$ cat src/rtl/fetch_unit.sv
// Instruction-fetch stage: owns the PC, reads instruction memory combinationally and
// registers the returned word into an IF/ID register with a valid/ready handshake.
module fetch_unit #(
    parameter logic [31:0] RESET_PC  = 32'd0,
    parameter int unsigned MEM_BYTES = 128,
    parameter logic [31:0] NOP_WORD  = 32'h00000000
) (
    input  logic        clk,
    input  logic        reset,
    output logic [31:0] readAddress,
    input  logic [31:0] instructionIn,
    input  logic        redirect,
    input  logic [31:0] redirectTarget,
    input  logic        readyIn,
    output logic        validOut,
    output logic [31:0] instructionOut,
    output logic [31:0] pcOut,
    output logic [31:0] pcPlus4Out,
    output logic        halted,
    output logic        misaligned,
    output logic [15:0] fetchCount
);

    typedef enum logic [1:0] {
        S_FETCH = 2'd0,
        S_HOLD  = 2'd1,
        S_END   = 2'd2,
        S_ERR   = 2'd3
    } state_t;

    localparam logic [32:0] MEM_LIMIT = 33'(MEM_BYTES);

    state_t      r_state, w_state_nxt;
    logic [31:0] r_pc, w_pc_nxt;
    logic        r_valid, w_valid_nxt;
    logic [31:0] r_instr, w_instr_nxt;
    logic [31:0] r_pc_out, w_pc_out_nxt;
    logic [31:0] r_pc4_out, w_pc4_out_nxt;
    logic        r_halted, w_halted_nxt;
    logic        r_misaligned, w_misaligned_nxt;
    logic [15:0] r_fetch_count;

    logic [31:0] w_pc_plus4;
    logic        w_past_end;
    logic        w_tgt_misaligned;
    logic        w_tgt_in_range;
    logic        w_advance;
    logic        w_handoff;

    // End-of-memory compares are done 33 bits wide so targets near 2^32 cannot wrap.
    assign w_pc_plus4       = r_pc + 32'd4;
    assign w_past_end       = ({1'b0, r_pc} + 33'd4) > MEM_LIMIT;
    assign w_tgt_misaligned = |redirectTarget[1:0];
    assign w_tgt_in_range   = ({1'b0, redirectTarget} + 33'd4) <= MEM_LIMIT;
    assign w_advance        = !r_valid || readyIn;
    assign w_handoff        = r_valid && readyIn;

    always_comb begin
        w_state_nxt      = r_state;
        w_pc_nxt         = r_pc;
        w_valid_nxt      = r_valid;
        w_instr_nxt      = r_instr;
        w_pc_out_nxt     = r_pc_out;
        w_pc4_out_nxt    = r_pc4_out;
        w_halted_nxt     = r_halted;
        w_misaligned_nxt = r_misaligned;
        case (r_state)
            S_FETCH, S_HOLD: begin
                if (redirect) begin
                    w_valid_nxt = 1'b0;
                    w_instr_nxt = NOP_WORD;
                    if (w_tgt_misaligned) begin
                        w_misaligned_nxt = 1'b1;
                        w_halted_nxt     = 1'b1;
                        w_state_nxt      = S_ERR;
                    end else begin
                        w_pc_nxt    = redirectTarget;
                        w_state_nxt = S_FETCH;
                    end
                end else if (w_advance) begin
                    if (w_past_end) begin
                        w_valid_nxt  = 1'b0;
                        w_instr_nxt  = NOP_WORD;
                        w_halted_nxt = 1'b1;
                        w_state_nxt  = S_END;
                    end else begin
                        w_instr_nxt   = instructionIn;
                        w_pc_out_nxt  = r_pc;
                        w_pc4_out_nxt = w_pc_plus4;
                        w_valid_nxt   = 1'b1;
                        w_pc_nxt      = w_pc_plus4;
                        w_state_nxt   = S_FETCH;
                    end
                end else begin
                    w_state_nxt = S_HOLD;
                end
            end
            S_END: begin
                // Only an aligned, in-range redirect restarts; everything else is ignored.
                if (redirect && !w_tgt_misaligned && w_tgt_in_range) begin
                    w_pc_nxt     = redirectTarget;
                    w_valid_nxt  = 1'b0;
                    w_instr_nxt  = NOP_WORD;
                    w_halted_nxt = 1'b0;
                    w_state_nxt  = S_FETCH;
                end else if (w_handoff) begin
                    w_valid_nxt = 1'b0;
                    w_instr_nxt = NOP_WORD;
                end
            end
            default: begin
                w_state_nxt = S_ERR;
            end
        endcase
    end

    always_ff @(posedge clk) begin
        if (reset) begin
            r_state      <= S_FETCH;
            r_pc         <= RESET_PC;
            r_valid      <= 1'b0;
            r_instr      <= NOP_WORD;
            r_pc_out     <= 32'd0;
            r_pc4_out    <= 32'd0;
            r_halted     <= 1'b0;
            r_misaligned <= 1'b0;
        end else begin
            r_state      <= w_state_nxt;
            r_pc         <= w_pc_nxt;
            r_valid      <= w_valid_nxt;
            r_instr      <= w_instr_nxt;
            r_pc_out     <= w_pc_out_nxt;
            r_pc4_out    <= w_pc4_out_nxt;
            r_halted     <= w_halted_nxt;
            r_misaligned <= w_misaligned_nxt;
        end
    end

    // Handoffs are counted in every state, including the edge a redirect lands on.
    always_ff @(posedge clk) begin
        if (reset) begin
            r_fetch_count <= 16'd0;
        end else if (w_handoff && (r_fetch_count != 16'hFFFF)) begin
            r_fetch_count <= r_fetch_count + 16'd1;
        end
    end

    assign readAddress    = r_pc;
    assign validOut       = r_valid;
    assign instructionOut = r_instr;
    assign pcOut          = r_pc_out;
    assign pcPlus4Out     = r_pc4_out;
    assign halted         = r_halted;
    assign misaligned     = r_misaligned;
    assign fetchCount     = r_fetch_count;

endmodule
$ cat config.mk
export PLATFORM = sky130hd
export DESIGN_NAME = fetch_unit
export DESIGN_NICKNAME = d
export VERILOG_FILES = /design/src/rtl/fetch_unit.sv
export SDC_FILE = /design/constraint.sdc
export NUM_CORES = 1
export LEC_CHECK = 0
export ABC_AREA = 1
export BUFFER_PORTS_ARGS = -buffer_cell sky130_fd_sc_hd__buf_2
export CELL_PAD_IN_SITES_DETAIL_PLACEMENT = 1
export CELL_PAD_IN_SITES_GLOBAL_PLACEMENT = 2
export CORE_UTILIZATION = 27
export CTS_CLUSTER_SIZE = 10
export DETAILED_ROUTE_END_ITERATION = 16
export PLACE_DENSITY_LB_ADDON = 0.25
export RECOVER_POWER = 50
export REMOVE_ABC_BUFFERS = 1
export SLEW_MARGIN = 20
export SYNTH_ARGS = -nofsm -noshare
export SYNTH_HDL_FRONTEND = slang
export SYNTH_SLANG_ARGS = --single-unit
export TNS_END_PERCENT = 5
$ cat constraint.sdc
create_clock -name clk -period 3.45 [get_ports clk]
set_input_delay 0.8625 -clock clk [delete_from_list [all_inputs] [get_ports clk]]
set_output_delay 0.8625 -clock clk [all_outputs]
set_load 0.005 [all_outputs]
# [Word level (Yosys, flattened, before mapping)]
# Cells that the tools add are included.
# Widths: inputs -> output; s select.
[word_totals] reg_bits=149 inputBits=68
[op_classes] n_addsub=4 n_lt_le_gt_ge=2 n_eq_ne=10 n_mux=30 bitwise=2 reduce_logical=16
[ops] cell="$mux 32" n=10
[ops] cell="$pmux 32 s2" n=2
[ops] cell="$add 32x3->33 const B" n=2
[ops] cell="$gt 33x8->1 const B" n=1
[ops] cell="$le 33x8->1 const B" n=1
[ops] cell="$add 32x3->32 const B" n=1
[ops] cell="$ne 3x3->1 const B" n=6
[ops] cell="$add 16x1->16 const B" n=1
[ops] cell="$ne 16x16->1 const B" n=1
[ops] cell="$mux 1" n=10
[ops] cell="$mux 2" n=5
[ops] cell="$reduce_and 5->1" n=2
[ops] cell="$reduce_and 3->1" n=2
[ops] cell="$logic_and 1x1->1" n=4
[ops] cell="$pmux 1 s2" n=2
[ops] cell="$pmux 2 s2" n=1
[ops] cell="$reduce_and 4->1" n=1
[ops] cell="$reduce_or 2->1" n=2
[ops] cell="$eq 2x1->1 const B" n=1
[ops] cell="$eq 2x2->1 const B" n=1
[ops] cell="$logic_not 1->1" n=2
[ops] cell="$logic_not 2->1" n=1
[ops] cell="$ne 2x2->1 const B" n=1
[ops] cell="$not 1->1" n=2
[ops] cell="other kinds (2)" n=2

# [Longest topological paths before layout]
# Gate-level depths: netlist (run 1).
[logic_depth] depth_word=6 depth_mapped=19 depth_no_buf=17

# [Worst setup path after synthesis (run 1)]
# No wires, ideal clock.
[synth_path] kind="input -> register" startpoint="input redirectTarget[2]" endpoint="register r_pc[10] (netlist: readAddress[10])" setup_time_ns=0.113 arrival_ns=2.548 setup_slack_ns=0.789 stages=15 cell_sequence="nand2_1 -> nor2_4 -> nand2_1 -> nor2_1 -> nand2_1 -> nor2_1 -> xor2_1 -> nand2_1 -> nor2_1 -> nand2_1 -> nand2_2 -> nand3_4 -> buf_2 -> nor2_1 -> nor2_1"
[synth_between] elab_chain_cells=5
[synth_lines] item="from (decl)" line_no="13" rtl="input logic [31:0] redirectTarget,"
[synth_lines] item="$add 32x3->33" line_no="54" rtl="assign w_tgt_in_range = ({1'b0, redirectTarget} + 33'd4) <= MEM_LIMIT;"
[synth_lines] item="$le 33x8->1" line_no="54"
[synth_lines] item="$logic_and 1x1->1" line_no="100" rtl="if (redirect && !w_tgt_misaligned && w_tgt_in_range) begin"
[synth_lines] item="$ne 2x2->1 (no source line)"
[synth_lines] item="$reduce_and 5->1 (no source line)"
[synth_lines] item="to (signal assigned)" line_no="129" rtl="r_pc <= w_pc_nxt;"
[synth_lines] item="to (decl)" line_no="34" rtl="logic [31:0] r_pc, w_pc_nxt;"
# No other way between the ends.
# A chain may end at the register's enable or synchronous reset.

# [Final worst setup path (run 1)]
[layout_path] startpoint="register r_pc[3] (netlist: readAddress[3])" endpoint="register r_pc4_out[5] (netlist: pcPlus4Out[5])"
[layout_between] elab_chain_cells=4
[layout_lines] item="$add 32x3->33" line_no="52" rtl="assign w_past_end = ({1'b0, r_pc} + 33'd4) > MEM_LIMIT;"
[layout_lines] item="$gt 33x8->1" line_no="52"
[layout_lines] item="$not 1->1 (no source line)"
[layout_lines] item="$reduce_and 4->1 (no source line)"
[layout_lines] item="to (signal assigned)" line_no="133" rtl="r_pc4_out <= w_pc4_out_nxt;"
[layout_lines] item="to (decl)" line_no="38" rtl="logic [31:0] r_pc4_out, w_pc4_out_nxt;"
# Several ways; a longest one is shown, not always the timed one.

==> results of run 1 <==
## cells in the final DEF, fill, tap and decap left out, types with 15 or more instances in the layout
| cell | count |
|---|---|
| a21oi_1 | 66 |
| buf_2 | 124 |
| clkbuf_1 | 91 |
| clkbuf_16 | 17 |
| dfxtp_1 | 147 |
| inv_1 | 105 |
| nand2_1 | 411 |
| nand3_1 | 62 |
| nand4_1 | 63 |
| nor2_1 | 238 |
| nor3_1 | 15 |
| o21ai_0 | 30 |
## cell type report
type | count | area, µm² | area share
Antenna cell | 2 | 5.005 | 0.0005045
Timing Repair Buffer | 230 | 1109 | 0.1118
Clock inverter | 15 | 183.9 | 0.01854
Clock buffer | 17 | 425.4 | 0.04289
Sequential cell | 147 | 2943 | 0.2967
Inverter | 109 | 409.1 | 0.04125
Tap cell | 384 | 480.5 | 0.04844
Multi-Input combinational cell | 962 | 4364 | 0.4400
## layer usage
metal  up-vias  GRT usage  part of all wire
met4         4    0.04642             0.014
met3        25    0.05599             0.059
met2       184     0.3363              0.46
li1       4442          -                 -
met5         -          0           0.00086
met1      4200     0.2789              0.47
## power breakdown
group / internal (mW) / switching [mW] / leakage, nW
clock: 0.980 / 0.912 / 0.288
combinational: 0.248 / 0.530 / 2.87
sequential: 1.75 / 0.0918 / 1.19
total: 2.98 / 1.53 / 4.35
## worst max path at each step
| stage | startpoint | endpoint | slack [ns] | cells after the start |
|---|---|---|---|---|
| final | readAddress[3] | pcPlus4Out[5] | 0.30 | 17 |
| after global routing | readAddress[3] | pcOut[5] | 0.01 | 17 |
| after CTS | readAddress[3] | pcPlus4Out[5] | 0.24 | 17 |
| after detailed placement | redirectTarget[2] | readAddress[23] | 0.14 | 18 |
| after global placement | redirectTarget[2] | readAddress[26] | 0.21 | 18 |
| after floorplan | redirect | validOut | -0.23 | 5 |
## worst reg2reg max path: stages, from the launching register on
cell and delay (ns):
dfxtp_1 0.44, ha_1 0.27, nand2_2 0.13, nor2_8 0.19, nand2_2 0.11, nor2_2 0.23, nand2_1 0.09, nand2_1 0.06
nand2_1 0.13, nor2_1 0.14, nand2_1 0.08, nor2_2 0.17, nand3_2 0.16, nor2_8 0.17, nand3_4 0.07, buf_4 0.34
nand2_1 0.17, a21oi_1 0.07
## stage by stage
stage | area [µm²] | util | cells | power [mW]
finish | 9920 | 0.3428 | 1866 | 4.517
CTS | 10050 | 0.3473 | 1864 | 4.607
global route | 9917 | 0.3427 | 1865 | 4.762
floorplan | 7706 | - | 1218 | 2.299
global placement | 9440 | 0.3263 | 1832 | 2.664
detailed placement | 9440 | 0.3263 | 1832 | 2.677
## state kept, by name (all words and copies together), names as in the netlist, named ones only
| signal | cells |
|---|---|
| readAddress | 32 |
| misaligned | 1 |
| pcPlus4Out | 30 |
| instructionOut | 32 |
| pcOut | 32 |
| validOut | 1 |
| r_state | 1 |
| fetchCount | 16 |
| halted | 1 |
## cell families after synthesis
kind of cell,after synthesis,synth area share
AO/OA/AOI/OAI,117,0.07883
AND/OR/NAND/NOR,831,0.4502
adder cells (fa/ha/maj),2,0.003134
buffers and inverters,164,0.08604
flip-flops,147,0.3686
XOR/XNOR,12,0.01316
==> flow_metrics.tcl, run 1 <==
set metrics [dict create \
    synth.distinct_cells 38 \
    ys_async_sr_fraction 0 \
    dr.pass1.iters 4 \
    grt_overflow 0 \
    r2r_slack_ns 0.30 \
    finalSetupViolCount 0 \
    grt_max_degree 64 \
    fillers 3869 \
    gp_congestion 0.8400 \
    path_buf_inv 1 \
    critPathMaxFanout 63 \
    postCtsHoldBufs 0 \
    worstHoldStart "pcPlus4Out[10]" \
    cts.sinks 147 \
    rsz0062_at_grt "false" \
    power_density_nw_per_um2 455.3 \
    die_h_um 174.0 \
    avgSynthCellArea_um2 6.272 \
    cts_resized 0 \
    insertion_delay_ns 0.43 \
    via_per_inst 4.745 \
    hold_ws_ns 0.4388 \
    start_util 0.2759 \
    dieArea_um2 30260 \
    vias 8855 \
    yosysWarnings 0 \
    min_period_ns 3.151 \
    cp-end-kind "flop" \
    yosysMostFrequentCell "nand2_1" \
    critPathSlowestCell "dfxtp_1" \
    synth_ff_type "dfxtp_1" \
    die_x_um 174.0 \
    start_kind "flop" \
    slew_headroom -0.1351 \
    wl_per_cell_um 16.83 \
    clkTransAtPathRegs_ns 0.07 \
    gr-usage-all-layers 0.2093 \
    netlist_instances 1273 \
    hold_end "pcPlus4Out[10]" \
    place_ws_ns 0.1446 \
    hpwl_um 23990 \
    leakage_nw 4.348 \
    cts.htree.levels 4 \
    synthDominantCellAreaShare 0.3686 \
    cts_inserted_buffers 17 \
    path_class "flop to flop" \
    cts_tree "done" \
    crit_path_frequent_cell "nand2_1" \
    regToRegStartpoint "readAddress[3]" \
    synth-edff-count 0 \
    syn_area_um2 7984 \
    max_cap_viol_count 1 \
    nets 1537 \
    drc 0 \
    setup_slack_ns 0.2991 \
    grt_pass1_wl_um 49900 \
    wl_um 31410 \
    yosys.area.top_type "dfxtp_1" \
    synth_area_leaders "dfxtp_1, nand2_1, nor2_1" \
    drive_gt1_frac 0.1399 \
    worstPathArrival_ns 3.43 \
    grt_pass1_vias 8925 \
    root_buffer "clkbuf_16" \
    synth-seq-cells 147 \
    num_rows 62 \
    hp-class "flop to flop" \
    critical-path-top-delay-family "simple AND/OR/NAND/NOR gates" \
    synth_commonest_cells "nand2_1, nor2_1, dfxtp_1" \
    peakVddDrop_v 0.0002521 \
    antenna_found_initial 4 \
    fmax_mhz 317.4 \
    r2r_end "pcPlus4Out[5]" \
    portBuffers 214 \
    whs_path_depth 2 \
    final_max_slew_viol_count 32 \
    r2r_cells 17 \
    cts_buffer_depth 2 \
    period_share 0.9133 \
    tightest_slew_ns 1.703 \
    core-area_um2 28940 \
    antenna_left 0 \
    status "finished with violations" \
    drtIter0Drc 406 \
    violations "capacitance limit, slew limit" \
    fin_setup_tns_ns 0 \
    postCtsSetupBuffers 0 \
    area_growth_pct 24.24 \
    yosysSeqAreaShare 0.3686 \
    io_pins 215 \
    path_cells "ha_1 > nand2_2 > nor2_8 > nand2_2 > nor2_2 > nand2_1 > nand2_1 > nand2_1 > nor2_1 > nand2_1 > nor2_2 > nand3_2 > nor2_8 > nand3_4 > buf_4 > nand2_1 > a21oi_1" \
    hold_viol 0 \
    worst_path_largest_cell_delay_ns 0.44 \
    cp_data_required_time_ns 3.73 \
    fin_skew_ns 0.01999 \
]
Power figures use the tool's default switching activity.
==> run 2: changes to the inputs <==
--- a/config.mk
+++ b/config.mk
@@ -9,7 +9,7 @@
 export BUFFER_PORTS_ARGS = -buffer_cell sky130_fd_sc_hd__buf_2
 export CELL_PAD_IN_SITES_DETAIL_PLACEMENT = 1
 export CELL_PAD_IN_SITES_GLOBAL_PLACEMENT = 2
-export CORE_UTILIZATION = 27
+export CORE_UTILIZATION = 25
 export CTS_CLUSTER_SIZE = 10
 export DETAILED_ROUTE_END_ITERATION = 16
 export PLACE_DENSITY_LB_ADDON = 0.25
==> constraint.sdc (replaced) <==
create_clock -name clk -period 2.64 [get_ports clk]
set_input_delay 0.66 -clock clk [delete_from_list [all_inputs] [get_ports clk]]
set_output_delay 0.66 -clock clk [all_outputs]
set_load 0.005 [all_outputs]
==> run 2 against run 1 <==
Compared with the run above:
- the run ends with setup timing left
- die area is 7.9% higher
- clock power grew 32%
- hold slack got worse by 0.0027 ns
- first-iteration DRC count rose by 10%
- clock skew decreased by 0.0062 ns
- via count up 6.5%
- clock-buffer cell count up 2
- setup slack lost 0.32 ns
- sequential share of layout area shrank 3.6 points
- final cell count rose by 7.7%
- critical path depth unchanged
- global-route usage shrank 0.15 points
==> flow_metrics.tcl, run 2 (same netlist as run 1, synthesis figures left out) <==
set metrics [dict create \
    layout_common_cells "nand2_1, nor2_1, buf_2" \
    max_cap_viol_count 0 \
    insertion_delay_ns 0.45 \
    rsz0062_at_grt "true" \
    wl_um 34480 \
    grt_pass1_wl_um 52910 \
    path_buf_inv 3 \
    critPathMaxFanout 16 \
    via_per_inst 4.693 \
    period_share 1.008 \
    cts.htree.levels 4 \
    fin_skew_ns 0.01379 \
    critical-path-top-delay-family "simple AND/OR/NAND/NOR gates" \
    nets 1665 \
    gp_congestion 0.8807 \
    worst_path_largest_cell_delay_ns 0.37 \
    layout_commonest_cell "nand2_1" \
    dieArea_um2 32650 \
    whs_path_depth 2 \
    crit_path_frequent_cell "nand2_1" \
    start_util 0.2537 \
    fin_cells 2010 \
    status "finished with violations" \
    cts.sinks 147 \
    wl_per_cell_um 17.15 \
    hp-class "flop to flop" \
    hold_viol 0 \
    post_dp_cell_area_um2 10360 \
    peakVddDrop_v 0.0004828 \
    leakage_nw 5.217 \
    cts_inserted_buffers 17 \
    cts_tree "done" \
    cp_num_cells 17 \
    fmax_mhz 375.6 \
    grt_max_degree 105 \
    setup_slack_ns -0.02214 \
    grt_overflow 0 \
    start_kind "flop" \
    hpwl_um 25880 \
    drtIter0Drc 448 \
    gr-usage-all-layers 0.2079 \
    violations "setup timing" \
    root_buffer "clkbuf_16" \
    core-area_um2 31470 \
    tightest_slew_ns 0.6291 \
    slew_headroom 0.5802 \
    worstPathArrival_ns 2.97 \
    portBuffers 214 \
    vias 9432 \
    cts_buffer_depth 2 \
    clkTransAtPathRegs_ns 0.07 \
    cp_data_required_time_ns 2.95 \
    dp.cells 1963 \
    antenna_left 0 \
    die_h_um 180.7 \
    path_cells "ha_4 > nand2_4 > nor2_8 > nand2_8 > nor2_4 > buf_6 > nand2_1 > nand2_1 > nand2_2 > nor3_2 > buf_4 > nand3_4 > nor2_8 > nand3_4 > clkbuf_16 > nand2_1 > nor2_1" \
    final_max_slew_viol_count 0 \
    critPathSlowestCell "dfxtp_4" \
    min_period_ns 2.662 \
    drc 0 \
    antenna_found_initial 1 \
    place_ws_ns -0.3726 \
    final_cell_area_um2 11370 \
    power_density_nw_per_um2 548.2 \
    dr.pass1.iters 4 \
    fillers 4089 \
    cp-end-kind "flop" \
    die_x_um 180.7 \
    io_pins 215 \
    num_rows 65 \
    path_class "flop to flop" \
    r2r_cells 17 \
    finalSetupViolCount 13 \
    drive_gt1_frac 0.2663 \
    total_power_mw 6.236 \
    grt_pass1_vias 9427 \
    area_growth_pct 42.47 \
]
==> run 2: changes by cell type in the layout (fill, tap and decap cells not counted), sizes merged <==
| cell | before | now |
|---|---|---|
| buf | 139 | 287 |
| clkbuf | 108 | 90 |
| clkinv | 9 | 3 |
| bufinv | 0 | 2 |
| diode | 2 | 1 |
| inv | 113 | 114 |
==> run 2: worst min-delay path, cell delays in order, from the launching register on <==
cell	delay [ns]
dfxtp_1	0.31
nand2_1	0.06
nor2_1	0.03
==> run 2: path summary, 6_finish.rpt <==
kind                         end      startpoint  slack [ns]
setup / recovery  pcPlus4Out[27]  readAddress[3]       -0.02
hold reg to reg        pcOut[22]       pcOut[22]        0.44
setup reg to reg  pcPlus4Out[27]  readAddress[3]       -0.02
hold / removal         pcOut[22]       pcOut[22]        0.44
==> run 2: timing repair <==
| item | 4_1_cts | 5_1_grt |
|---|---|---|
| hold buffers | 0 | 0 |
| resized for setup | 6 | 92 |
| hold endpoints to repair | 0 | 0 |
| pin swaps | 0 | 37 |
| setup buffers | 0 | 10 |
| setup endpoints to repair | 113 | 128 |
| gates cloned | 0 | 5 |
==> run 2: cell type report <==
| class | count | area, µm² | area share |
|---|---|---|---|
| inverter | 109 | 411.6 | 0.03619 |
| clock buffer | 19 | 442.9 | 0.03894 |
| timing repair buffer | 358 | 2281 | 0.2005 |
| sequential | 147 | 2968 | 0.2609 |
| tap | 402 | 503.0 | 0.04422 |
| antenna | 1 | 2.502 | 0.0002200 |
| multi-input combinational | 962 | 4622 | 0.4063 |
| clock inverter | 12 | 143.9 | 0.01265 |
==> run 2: power breakdown <==
group,switching [mW],internal (mW)
combinational,0.815,0.520
clock,1.07,1.43
sequential,0.0986,2.30
total,1.98,4.25
==> run 2: metrics by stage <==
stage	hold WS (ns)	TNS [ns]	util
CTS	0.4376	0	0.3483
finish	0.4361	-0.05989	0.3614
floorplan	0.4355	-97.11	-
detailed placement	0.4262	-21.00	0.3292
global route	0.4504	-13.30	0.3614
global placement	0.4226	-17.18	0.3292
==> run 2: routing by layer <==
| layer | global-route usage | part of all wire | up-vias |
|---|---|---|---|
| met5 | 0 | 0 | - |
| met4 | 0.06222 | 0.019 | 0 |
| met3 | 0.05402 | 0.045 | 30 |
| met2 | 0.3398 | 0.48 | 178 |
| met1 | 0.2668 | 0.46 | 4534 |
| li1 | - | - | 4690 |
==> run 3: changes to the inputs <==
--- a/config.mk
+++ b/config.mk
@@ -5,11 +5,10 @@
 export SDC_FILE = /design/constraint.sdc
 export NUM_CORES = 1
 export LEC_CHECK = 0
-export ABC_AREA = 1
 export BUFFER_PORTS_ARGS = -buffer_cell sky130_fd_sc_hd__buf_2
 export CELL_PAD_IN_SITES_DETAIL_PLACEMENT = 1
 export CELL_PAD_IN_SITES_GLOBAL_PLACEMENT = 2
-export CORE_UTILIZATION = 25
+export CORE_UTILIZATION = 27
 export CTS_CLUSTER_SIZE = 10
 export DETAILED_ROUTE_END_ITERATION = 16
 export PLACE_DENSITY_LB_ADDON = 0.25
==> run 3 against run 2 <==
Compared with the run above:
- the run still ends with setup timing left
- combinational power rose by 16%
- synthesized cell count fell by 44%
- sequential share of layout area rose by 2.8 points
- utilization rose by 5.9 points
- global-route usage fell by 0.95 points
- non-clock buffer count rose by 38
- setup slack got worse by 0.45 ns
- wire length fell by 25%
- clock-buffer cell count fell by 2
- power rose by 3.6%
- final area fell by 9.9%
- largest power group unchanged
- highest routed layer unchanged
==> flow_metrics.tcl, run 3 <==
set metrics [dict create \
    nets 1141 \
    netlist_instances 716 \
    r2r_cells 14 \
    yosysWarnings 0 \
    fillers 2922 \
    synthDominantCellAreaShare 0.4360 \
    crit_path_start "readAddress[8]" \
    synth-seq-cells 147 \
    synth.distinct_cells 76 \
    io_pins 215 \
    drc 0 \
    tightest_slew_ns 0.5746 \
    cp_data_required_time_ns 2.94 \
    drtIter0Drc 317 \
    dieArea_um2 25630 \
    layout_common_cells "buf_2, buf_4, dfxtp_1" \
    final_cell_area_um2 10250 \
    ys_async_sr_fraction 0 \
    yosys.area.top_type "dfxtp_1" \
    final_max_slew_viol_count 0 \
    path_class "flop to flop" \
    dr.pass1.iters 4 \
    syn_area_um2 6749 \
    gr-usage-all-layers 0.1984 \
    fin_setup_tns_ns -49.45 \
    yosysMostFrequentCell "dfxtp_1" \
    clkTransAtPathRegs_ns 0.07 \
    insertion_delay_ns 0.43 \
    yosysSeqAreaShare 0.4360 \
    leakage_nw 4.795 \
    insertedDiodeCount 0 \
    worst_path_largest_cell_delay_ns 0.48 \
    antenna_found_initial 0 \
    hp-class "input pin to flop" \
    antenna_left 0 \
    crit_path_frequent_cell "buf_4" \
    grt_max_degree 55 \
    status "finished with violations" \
    fin_skew_ns 0.009016 \
    vias 7016 \
    r2r_end "readAddress[7]" \
    total_power_mw 6.460 \
    peakVddDrop_v 0.0004404 \
    place_ws_ns -0.7837 \
    violations "setup timing" \
    cts.htree.levels 4 \
    synth_ff_type "dfxtp_1" \
    fmax_mhz 321.3 \
    layout_commonest_cell "buf_2" \
    cts_tree "done" \
    avgSynthCellArea_um2 9.426 \
    die_h_um 160.1 \
    start_util 0.2767 \
    drive_gt1_frac 0.4211 \
    die_x_um 160.1 \
    cp-end-kind "flop" \
    hold_viol 0 \
    area_growth_pct 51.83 \
    critPathMaxFanout 5 \
    finalSetupViolCount 129 \
    portBuffers 214 \
    critPathSlowestCell "a2111o_1" \
    fin_util 0.4201 \
    power_density_nw_per_um2 630.4 \
    grt_pass1_wl_um 39810 \
    synth_area_leaders "dfxtp_1, a22o_1, and3_1" \
    via_per_inst 4.986 \
    core-area_um2 24390 \
    min_period_ns 3.113 \
    max_cap_viol_count 0 \
    grt_pass1_vias 6958 \
    start_kind "flop" \
    wl_um 25820 \
    slew_headroom 0.6121 \
    period_share 1.179 \
    cts_inserted_buffers 17 \
    num_rows 57 \
    grt_overflow 0 \
    rsz0062_at_grt "true" \
    wl_per_cell_um 18.35 \
    cts.sinks 147 \
    synth_commonest_cells "dfxtp_1, and3_1, a22o_1" \
    cp-endpoint "readAddress[7]" \
    path_cells "nand4_4 > buf_12 > buf_8 > nor4_4 > buf_4 > xor2_2 > a2111o_1 > nor4_4 > buf_4 > a21boi_4 > buf_4 > buf_4 > nor3_1 > o32ai_2" \
    worstPathArrival_ns 3.41 \
    gp_congestion 0.7808 \
    r2r_slack_ns -0.47 \
    cts_buffer_depth 2 \
    post_dp_cell_area_um2 8954 \
    setup_slack_ns -0.4728 \
    root_buffer "clkbuf_16" \
    regToRegStartpoint "readAddress[8]" \
    synth-edff-count 0 \
    hpwl_um 17820 \
]
==> run 3: layout make-up <==
type                       count  area, µm²  share of cell area
inverter                       4      15.01            0.001465
sequential                   147       2963              0.2891
tap                          324      405.4             0.03956
clock inverter                14      165.2             0.01612
timing repair buffer         396       2608              0.2545
clock buffer                  17      425.4             0.04151
multi-input combinational    505       3666              0.3578
==> run 3: cells by family after synthesis <==
| family | count (synthesis) | synth area share |
|---|---|---|
| adders and majority gates | 2 | 0.003707 |
| muxes | 22 | 0.03318 |
| xor gates and xnor gates | 24 | 0.03115 |
| DFF | 147 | 0.4360 |
| buffers and inverters | 65 | 0.06507 |
| and+or+nand+nor | 302 | 0.2555 |
| AOI/OAI and AO/OA | 154 | 0.1754 |
==> run 3: worst min-delay path by stage <==
stage	slack, ns	from	to	cells after the start
after floorplan	0.47	misaligned	misaligned	2
after global placement	0.45	misaligned	misaligned	2
after detailed placement	0.46	instructionOut[21]	instructionOut[21]	1
after CTS	0.43	instructionIn[18]	instructionOut[18]	2
after global routing	0.43	instructionIn[21]	instructionOut[21]	2
final	0.44	instructionIn[29]	instructionOut[29]	2
==> run 3: per-stage QoR <==
stage / hold WS, ns / std cells
finish: 0.4416 / 1407
detailed placement: 0.4586 / 1334
global placement: 0.4496 / 1334
floorplan: 0.4650 / 655
global route: 0.4350 / 1407
CTS: 0.4301 / 1394
==> run 3: worst max-delay path, delay by kind of cell, from the launching register on <==
family / cells / cell delay (ns)
flip-flops: 1 / 0.35
buffers and inverters: 6 / 0.90
AND/OR/NAND/NOR: 4 / 1.01
AO/OA/AOI/OAI: 3 / 0.67
XOR/XNOR: 1 / 0.06
==> run 3: repair_timing <==
action,CTS,global route
pin swaps,42,34
setup endpoints to repair,129,129
hold buffers,0,0
hold endpoints to repair,0,0
setup buffers,25,15
cloned,4,1
resized for setup,65,26
==> run 3: power by group <==
part / total (mW) / switching [mW] / leakage [nW] / internal (mW)
combinational: 1.54 / 0.803 / 3.32 / 0.738
clock: 2.51 / 1.09 / 0.278 / 1.42
sequential: 2.41 / 0.0887 / 1.19 / 2.32
total: 6.46 / 1.98 / 4.79 / 4.48
==> run 3: metal layers <==
| metal | vias up | routed length (µm) | track usage |
|---|---|---|---|
| met5 | - | 0 | 0 |
| met4 | 0 | 655 | 0.07359 |
| met3 | 37 | 1156 | 0.03429 |
| met2 | 190 | 11750 | 0.3156 |
| met1 | 3413 | 12250 | 0.2674 |
| li1 | 3376 | - | - |
